### src/rtl/mem_arb_pkg.sv
// Shared types for the two-master memory port arbiter: owner tags and the
// request payload carried through the grant mux.
package mem_arb_pkg;

  typedef enum logic [1:0] {
    OWN_NONE = 2'd0,
    OWN_CPU  = 2'd1,
    OWN_DBG  = 2'd2
  } owner_t;

  localparam int MAX_AW = 32;
  localparam int MAX_DW = 32;

  localparam logic [3:0] MEM_WE_READ = 4'b0000;

  // Sized for the widest supported bus; narrower instances zero-extend.
  typedef struct packed {
    logic [3:0]        we;
    logic [MAX_AW-1:0] addr;
    logic [MAX_DW-1:0] wdata;
  } mem_req_t;

endpackage

### src/rtl/rsp_tag_pipe.sv
// Delay line carrying the owner of each read accept, so the returning
// memory data can be steered to the master that issued it.
module rsp_tag_pipe
  import mem_arb_pkg::*;
#(
  parameter int DEPTH = 1
) (
  input  logic   CLK,
  input  logic   RST,
  input  owner_t tag_in,
  output owner_t tag_out
);

  owner_t stage_reg [DEPTH];

  generate
    for (genvar gi = 0; gi < DEPTH; gi++) begin : g_stage
      if (gi == 0) begin : g_head
        always_ff @(posedge CLK or posedge RST) begin
          if (RST) stage_reg[gi] <= OWN_NONE;
          else     stage_reg[gi] <= tag_in;
        end
      end else begin : g_body
        always_ff @(posedge CLK or posedge RST) begin
          if (RST) stage_reg[gi] <= OWN_NONE;
          else     stage_reg[gi] <= stage_reg[gi-1];
        end
      end
    end
  endgenerate

  assign tag_out = stage_reg[DEPTH-1];

endmodule

### src/rtl/mem_port_arbiter.sv
// Shares one synchronous memory port between the CPU and the debug master:
// combinational grant with starvation limit, read-response routing by tag.
module mem_port_arbiter
  import mem_arb_pkg::*;
#(
  parameter int AW       = 32,
  parameter int DW       = 32,
  parameter int MEM_LAT  = 1,
  parameter int MAX_HOLD = 8
) (
  input  logic          CLK,
  input  logic          RST,
  input  logic          cpu_req,
  input  logic [3:0]    cpu_we,
  input  logic [AW-1:0] cpu_addr,
  input  logic [DW-1:0] cpu_wdata,
  output logic          cpu_gnt,
  output logic          cpu_rvalid,
  output logic [DW-1:0] cpu_rdata,
  input  logic          dbg_req,
  input  logic [3:0]    dbg_we,
  input  logic [AW-1:0] dbg_addr,
  input  logic [DW-1:0] dbg_wdata,
  output logic          dbg_gnt,
  output logic          dbg_rvalid,
  output logic [DW-1:0] dbg_rdata,
  input  logic          dbg_lock,
  output logic          mem_cs,
  output logic [3:0]    mem_we,
  output logic [AW-1:0] mem_addr,
  output logic [DW-1:0] mem_wdata,
  input  logic [DW-1:0] mem_rdata,
  output owner_t        owner
);

  localparam int HW = $clog2(MAX_HOLD + 1);
  localparam logic [HW-1:0] HOLD_MAX = HW'(MAX_HOLD);

  logic [HW-1:0] hold_cnt_reg, hold_cnt_next;
  owner_t        owner_reg, owner_next;
  owner_t        tag_in, tag_out;
  logic          hold_sat, cpu_acc, dbg_acc;
  mem_req_t      cpu_pkt, dbg_pkt, win_pkt;

  assign hold_sat = (hold_cnt_reg == HOLD_MAX);

  // Grants are forced low while reset is held so nothing reaches memory.
  always_comb begin
    cpu_gnt = 1'b0;
    dbg_gnt = 1'b0;
    if (!RST) begin
      if (dbg_lock) begin
        dbg_gnt = dbg_req;
      end else if (cpu_req && dbg_req) begin
        cpu_gnt = hold_sat;
        dbg_gnt = !hold_sat;
      end else begin
        cpu_gnt = cpu_req;
        dbg_gnt = dbg_req;
      end
    end
  end

  assign cpu_acc = cpu_req && cpu_gnt;
  assign dbg_acc = dbg_req && dbg_gnt;

  assign cpu_pkt = '{we: cpu_we, addr: MAX_AW'(cpu_addr), wdata: MAX_DW'(cpu_wdata)};
  assign dbg_pkt = '{we: dbg_we, addr: MAX_AW'(dbg_addr), wdata: MAX_DW'(dbg_wdata)};

  always_comb begin
    win_pkt = '0;
    if (dbg_acc)      win_pkt = dbg_pkt;
    else if (cpu_acc) win_pkt = cpu_pkt;
  end

  assign mem_cs    = cpu_acc || dbg_acc;
  assign mem_we    = win_pkt.we;
  assign mem_addr  = win_pkt.addr[AW-1:0];
  assign mem_wdata = win_pkt.wdata[DW-1:0];

  // Counts debug wins over a waiting CPU; frozen while debug holds the lock.
  always_comb begin
    hold_cnt_next = hold_cnt_reg;
    if (!dbg_lock) begin
      if (cpu_gnt || !cpu_req)     hold_cnt_next = '0;
      else if (dbg_gnt && !hold_sat) hold_cnt_next = hold_cnt_reg + HW'(1);
    end
  end

  always_comb begin
    tag_in     = OWN_NONE;
    owner_next = owner_reg;
    if (dbg_acc) begin
      owner_next = OWN_DBG;
      if (dbg_we == MEM_WE_READ) tag_in = OWN_DBG;
    end else if (cpu_acc) begin
      owner_next = OWN_CPU;
      if (cpu_we == MEM_WE_READ) tag_in = OWN_CPU;
    end
  end

  always_ff @(posedge CLK or posedge RST) begin
    if (RST) begin
      hold_cnt_reg <= '0;
      owner_reg    <= OWN_NONE;
    end else begin
      hold_cnt_reg <= hold_cnt_next;
      owner_reg    <= owner_next;
    end
  end

  rsp_tag_pipe #(
    .DEPTH(MEM_LAT)
  ) u_tag_pipe (
    .CLK    (CLK),
    .RST    (RST),
    .tag_in (tag_in),
    .tag_out(tag_out)
  );

  assign owner      = owner_reg;
  assign cpu_rvalid = (tag_out == OWN_CPU);
  assign dbg_rvalid = (tag_out == OWN_DBG);
  assign cpu_rdata  = mem_rdata;
  assign dbg_rdata  = mem_rdata;

endmodule

### config.mk
export PLATFORM = sky130hd
export DESIGN_NAME = mem_port_arbiter
export DESIGN_NICKNAME = d
export VERILOG_FILES = /design/src/rtl/mem_arb_pkg.sv /design/src/rtl/rsp_tag_pipe.sv /design/src/rtl/mem_port_arbiter.sv
export SDC_FILE = /design/constraint.sdc
export NUM_CORES = 1
export LEC_CHECK = 0
export ABC_AREA = 1
export CAP_MARGIN = 40
export CORE_AREA = 2 2 120 122
export DETAILED_ROUTE_END_ITERATION = 16
export DIE_AREA = 0 0 122 124
export PLACE_DENSITY = 0.56
export SLEW_MARGIN = 10
export SYNTH_ARGS = -nofsm -noshare
export SYNTH_HDL_FRONTEND = slang
export SYNTH_SLANG_ARGS = --single-unit
### constraint.sdc
create_clock -name CLK -period 1.65 [get_ports CLK]
set_clock_uncertainty 0.15 [all_clocks]
set_input_delay 0.33 -clock CLK [delete_from_list [all_inputs] [get_ports CLK]]
set_output_delay 0.33 -clock CLK [all_outputs]
set_load 0.005 [all_outputs]
# Yosys cells after proc, flatten, opt, wreduce, memory -nomap -nowiden
# Cells that the tools add are included.
dict set report classes {
  addsub 1
  n_mul 0
  div_mod_pow 0
  magnitude_cmp 0
  eq_ne 3
  shift 0
  mux 16
  bitwise 1
  n_reduce_logical 13
}
# op count
set ops {}
lappend ops {{$mux 68} 2}
lappend ops {{$logic_not 4->1} 2}
lappend ops {{$mux 1} 8}
lappend ops {{$mux 2} 4}
lappend ops {{$mux 4} 2}
lappend ops {{$add 4x1->4 const B} 1}
lappend ops {{$eq 4x4->1 const B} 1}
lappend ops {{$logic_and 1x1->1} 4}
lappend ops {{$reduce_bool 2->1} 2}
lappend ops {{$eq 2x1->1 const B} 1}
lappend ops {{$eq 2x2->1 const B} 1}
lappend ops {{$logic_not 1->1} 2}
lappend ops {{$logic_or 1x1->1} 2}
lappend ops {{$reduce_and 2->1} 1}
lappend ops {{$not 1->1} 1}
dict set report totals {
  ff_bits 8
  latch_bits 0
  ramBits 0
  romBits 0
  inputBits 173
  out_inout_bits 139
  wordCells 37
  memories 0
}

# Logic depth before layout (Yosys ltp)
dict set report logic_depth {
  word_depth 8
  mapped_depth 10
  depth_no_buf 8
}

# Cells and area by module
# From an unflattened synthesis, not the netlist that was laid out.
dict set report unflattened {
  cells_unflattened 351
  hier_area_um2 1901.8
}
# mod instances cells_per_inst area_each_um2 seq_area_each_um2
set modules_own_cells {}
lappend modules_own_cells {mem_port_arbiter 1 348 1848.0 150.1}
lappend modules_own_cells {rsp_tag_pipe 1 3 53.8 50.0}

# Worst setup path before layout
# OpenSTA, ideal clock, no wires.
dict set report synth_path {
  kind {register -> output}
  start {register hold_cnt_reg[0]}
  end {output port mem_addr[10]}
  arrival_ps 1314
  required_time_ps 1170
  setup_slack_ps -144
  stages_incl_launch_ff 11
  path_buffers 2
  cell_sequence {dfrtp_1 inv_1 ha_1 nand3_1 nand2_1 nand2_2 inv_2 buf_6 buf_6 nand2_1 nand2_1}
}
dict set report synth_via {
  elab_chain_cells 7
  word_cells_on_any_way 12
  classes_between {eq/ne (1); mux (8); reduce/logical (3)}
}
# item line_no
set synth_rtl {}
lappend synth_rtl {{from (decl)} mem_port_arbiter.sv:39} ;# logic [HW-1:0] hold_cnt_reg, hold_cnt_next;
lappend synth_rtl {{from (signal assigned)} mem_port_arbiter.sv:107} ;# hold_cnt_reg <= hold_cnt_next;
lappend synth_rtl {{$eq 4x4->1 (*)} mem_port_arbiter.sv:45} ;# assign hold_sat = (hold_cnt_reg == HOLD_MAX);
lappend synth_rtl {{$mux 1 / $logic_not 1->1 (equally long branches)} {mem_port_arbiter.sv:54, mem_port_arbiter.sv:56}}
lappend synth_rtl {{$mux 1, on equally long branches} {mem_port_arbiter.sv:52, mem_port_arbiter.sv:54}}
lappend synth_rtl {{$mux 1, on equally long branches} {mem_port_arbiter.sv:51, mem_port_arbiter.sv:52}}
lappend synth_rtl {{$logic_and 1x1->1 / $mux 1 (equally long branches)} {mem_port_arbiter.sv:64, mem_port_arbiter.sv:51}}
lappend synth_rtl {{$mux 68 / $logic_and 1x1->1 (equally long branches)} {mem_port_arbiter.sv:73, mem_port_arbiter.sv:65}}
lappend synth_rtl {{$mux 68 (*)} mem_port_arbiter.sv:72} ;# if (dbg_acc) win_pkt = dbg_pkt;
lappend synth_rtl {{to (decl)} mem_port_arbiter.sv:30} ;# output logic [AW-1:0] mem_addr,
# Every way passes the cells marked *; elsewhere a longest branch is shown, timed or not.

# Worst setup path in the final report
dict set report layout_path {
  start {register hold_cnt_reg[0]}
  end {output port mem_addr[0]}
}
# The elaborated chain is that of the path after synthesis.

==> impl_metrics.py <==
metrics = {
    "status": {
        "outcome": "finished, violations left",
        "violations": "setup timing",
    },
    "critical_path": {
        "reg2reg_slack_ps": 0,
        "regToRegStartpoint": "hold_cnt_reg[0]",
        "critPathLaunch": "hold_cnt_reg[0]",
        "crit_path_start_kind": "flop",
        "worstPathRequired_ps": 1170,
        "cp.arrival_ps": 1740,
        "endpoint": "mem_addr[0]",
        "crit_fanout": 7,
        "critPathKind": "flop to output port",
        "ff2ff_path_depth": 10,
        "end_kind": "output port",
        "r2r_end": "owner[0]",
    },
    "synth": {
        "netlist_instances": 351,
        "synth-seq-cells": 8,
        "seq_area_frac_synth_pct": 10.5,
        "ys_top_cells_by_count": "149 x nand2_1, 70 x nand3_1, 64 x buf_4",
        "postSynth.asyncResetShare_pct": 100,
        "netlist_area_mm2": 0.00190,
        "ys_warn_count": 0,
        "synthTopCellsByArea": "nand2_1 29%, buf_4 25%, nand3_1 18%",
        "postSynthAreaPerCell_um2": 5.41,
        "yosysTopAreaCellShare_pct": 29.4,
        "yosysTopAreaCell": "nand2_1",
        "syn-num-nets": 526,
        "synthFlopType": "dfrtp_1",
        "synth-edff-count": 0,
        "synth_cell_type_count": 20,
        "yosysMostFrequentCell": "nand2_1",
    },
    "sta": {
        "slew_headroom_pct": 77.7,
        "rsz0062_at_grt": "yes",
        "max_freq_ghz": 0.451,
        "period_needed_ps": 2220,
        "timing_hold_violations_final": 0,
        "finalCritPeriodShare_pct": 134,
        "slew_viol_final": 0,
        "setup-violations-final": 71,
        "setup_slack_ps": -566,
        "tightestPinTransition_ps": 335,
    },
    "clocking": {
        "clockBufferDepth": 2,
        "clock-sinks": 8,
        "postCtsHoldBufs": 0,
        "root_buffer": "clkbuf_16",
        "htreeDepth": 1,
        "cts_made_buffers": 3,
        "cts_tree": "yes",
        "clk_pin_slew_ps": 40,
        "clk_latency_ps": 230,
    },
    "detailed_routing": {
        "vias": 3052,
        "drt-initial-drc-count": 111,
        "drt-total-wl_um": 12400,
        "dr.pass1.iters": 4,
        "route.antenna.remaining_nets": 0,
        "wl_per_cell_um": 17.0,
        "via_per_inst": 4.19,
        "drcViolationCount": 0,
    },
    "global_route": {
        "grt_pass1_vias": 2840,
        "antenna_found_initial": 0,
        "grt_pass1_wl_um": 14100,
        "track_usage_pct": 12.0,
        "grt_max_degree": 31,
        "overflow": 0,
    },
    "power": {
        "leakagePower_nw": 2.43,
        "clkPwrFrac_pct": 26.7,
        "swShare_pct": 27.9,
        "p_comb_share_pct": 59.2,
        "pwr-share-seq_pct": 14.2,
        "ir_drop_mv": 0.307,
        "power.internal_mw": 1.08,
        "power_switching_mw": 0.420,
        "p_per_area_mw_per_mm2": 314,
    },
    "floorplan": {
        "initial_utilization_pct": 13.9,
        "die_width_um": 122,
        "core-area_mm2": 0.0137,
        "fp.dieH_um": 124,
        "row_count": 43,
        "dieArea_mm2": 0.0151,
        "ios": 312,
    },
    "min_path": {
        "hold_path.class": "primary input to asynchronous set/reset pin",
    },
    "place": {
        "dpl-instance-area_mm2": 0.00395,
        "numPortBuffers": 215,
        "dp.cells": 682,
        "hpwl_um": 7280,
        "gp_congestion": 0.790,
    },
    "final_layout": {
        "finalInstanceArea_mm2": 0.00480,
        "largest_register_ffs": 4,
        "nNetsFinal": 725,
        "num_antenna_cells": 0,
        "drive_above_1_share_pct": 42.9,
        "syn_to_final_growth_pct": 152,
        "n_fill_cell": 1449,
        "fin_cells": 728,
    },
    "run": {
        "maxCapViolations": 0,
    },
}
==> power by group through the flow <==
stage / Clock (mW) / Sequential, mW / Combinational [mW]
after floorplan: 0 / 0.215 / 0.297
after global placement: 0 / 0.216 / 0.802
after detailed placement: 0 / 0.215 / 0.808
after CTS: 0.414 / 0.213 / 0.829
after global routing: 0.425 / 0.214 / 0.954
final: 0.401 / 0.213 / 0.890
==> metal layers <==
layer | global-route usage, % | wire length [um] | vias up
met3 | 4.08 | 1190 | 33
li1 | - | - | 1445
met4 | 4.31 | 338 | 0
met2 | 22.2 | 6430 | 203
met5 | 0 | 0 | -
met1 | 12.5 | 4420 | 1371
==> cell type report <==
| type | instances | area (um^2) | share of cell area [%] |
|---|---|---|---|
| Clock buffer | 3 | 75.1 | 1.56 |
| Inverter | 15 | 68.8 | 1.43 |
| Multi-Input combinational cell | 243 | 1440 | 29.9 |
| Sequential cell | 8 | 200 | 4.17 |
| Tap cell | 180 | 225 | 4.69 |
| Timing Repair Buffer | 279 | 2790 | 58.2 |
==> worst max-delay path, stage by stage (launching register included) <==
cell and delay (ps):
dfrtp_1 370, inv_2 70, ha_4 170, nand3_4 70
nand2_4 60, nand2_4 90, clkinv_8 90, buf_6 130
clkbuf_16 140, buf_6 120, nand2_2 40, nand2_1 40
buf_2 120
==> logic make-up (layout without fill, tap and decap cells) <==
family | Yosys count | in the layout | share of synthesized area (%)
buffers and inverters | 100 | 297 | 33.9
flip-flops | 8 | 8 | 10.5
adder cells (fa/ha/maj) | 2 | 2 | 1.32
AND/OR/NAND/NOR | 234 | 234 | 52.4
AO/OA/AOI/OAI | 7 | 7 | 1.84
==> cell usage in the layout (no fill, tap or decap), types with 2 or more instances in the layout <==
cell type | netlist | layout
buf_4 | 64 | 25
buf_8 | 0 | 3
dlygate4sd2_1 | 0 | 4
nand2_2 | 1 | 46
clkdlybuf4s15_2 | 0 | 4
nor2_1 | 7 | 6
clkdlybuf4s50_1 | 0 | 138
clkbuf_2 | 0 | 19
a21oi_1 | 2 | 2
dfrtp_1 | 8 | 8
nand2_1 | 149 | 88
inv_2 | 2 | 4
buf_16 | 0 | 4
nand3_1 | 70 | 48
buf_12 | 0 | 10
nand2_4 | 0 | 16
inv_1 | 13 | 10
nand4_1 | 3 | 3
nand3_2 | 0 | 21
buf_6 | 2 | 20
o21ai_0 | 5 | 4
buf_2 | 11 | 42
clkbuf_16 | 0 | 12
==> how the worst min path moves through the flow <==
stage          startpoint               to  slack, ps
6_report              RST  hold_cnt_reg[2]         90
5_1_grt               RST  hold_cnt_reg[2]        130
2_1_floorplan         RST  hold_cnt_reg[0]         -4
3_5_place_dp     owner[0]         owner[0]        310
3_3_place_gp     owner[0]         owner[0]        330
4_1_cts               RST  hold_cnt_reg[1]        270
==> per-stage QoR <==
step / total power [mW] / hold WS (ps) / util [%] / TNS (ps) / setup slack (ps)
floorplan: 0.512 / -4.34 / - / -2390 / -73.1
global placement: 1.02 / 331 / 28.8 / -66330 / -1000
detailed placement: 1.02 / 315 / 28.8 / -67290 / -1010
CTS: 1.46 / 268 / 31.0 / -46040 / -893
global route: 1.59 / 133 / 35.0 / -40340 / -674
finish: 1.50 / 94.0 / 35.0 / -34920 / -566
==> timing repair <==
item,4_1_cts,5_1_grt
cloned,6,12
buffers inserted,12,17
resized for setup,145,257
pin swaps,4,46
endpoints found under the hold margin,0,0
setup endpoints to repair,76,76
No activity file was read; power rests on OpenSTA's default activity.
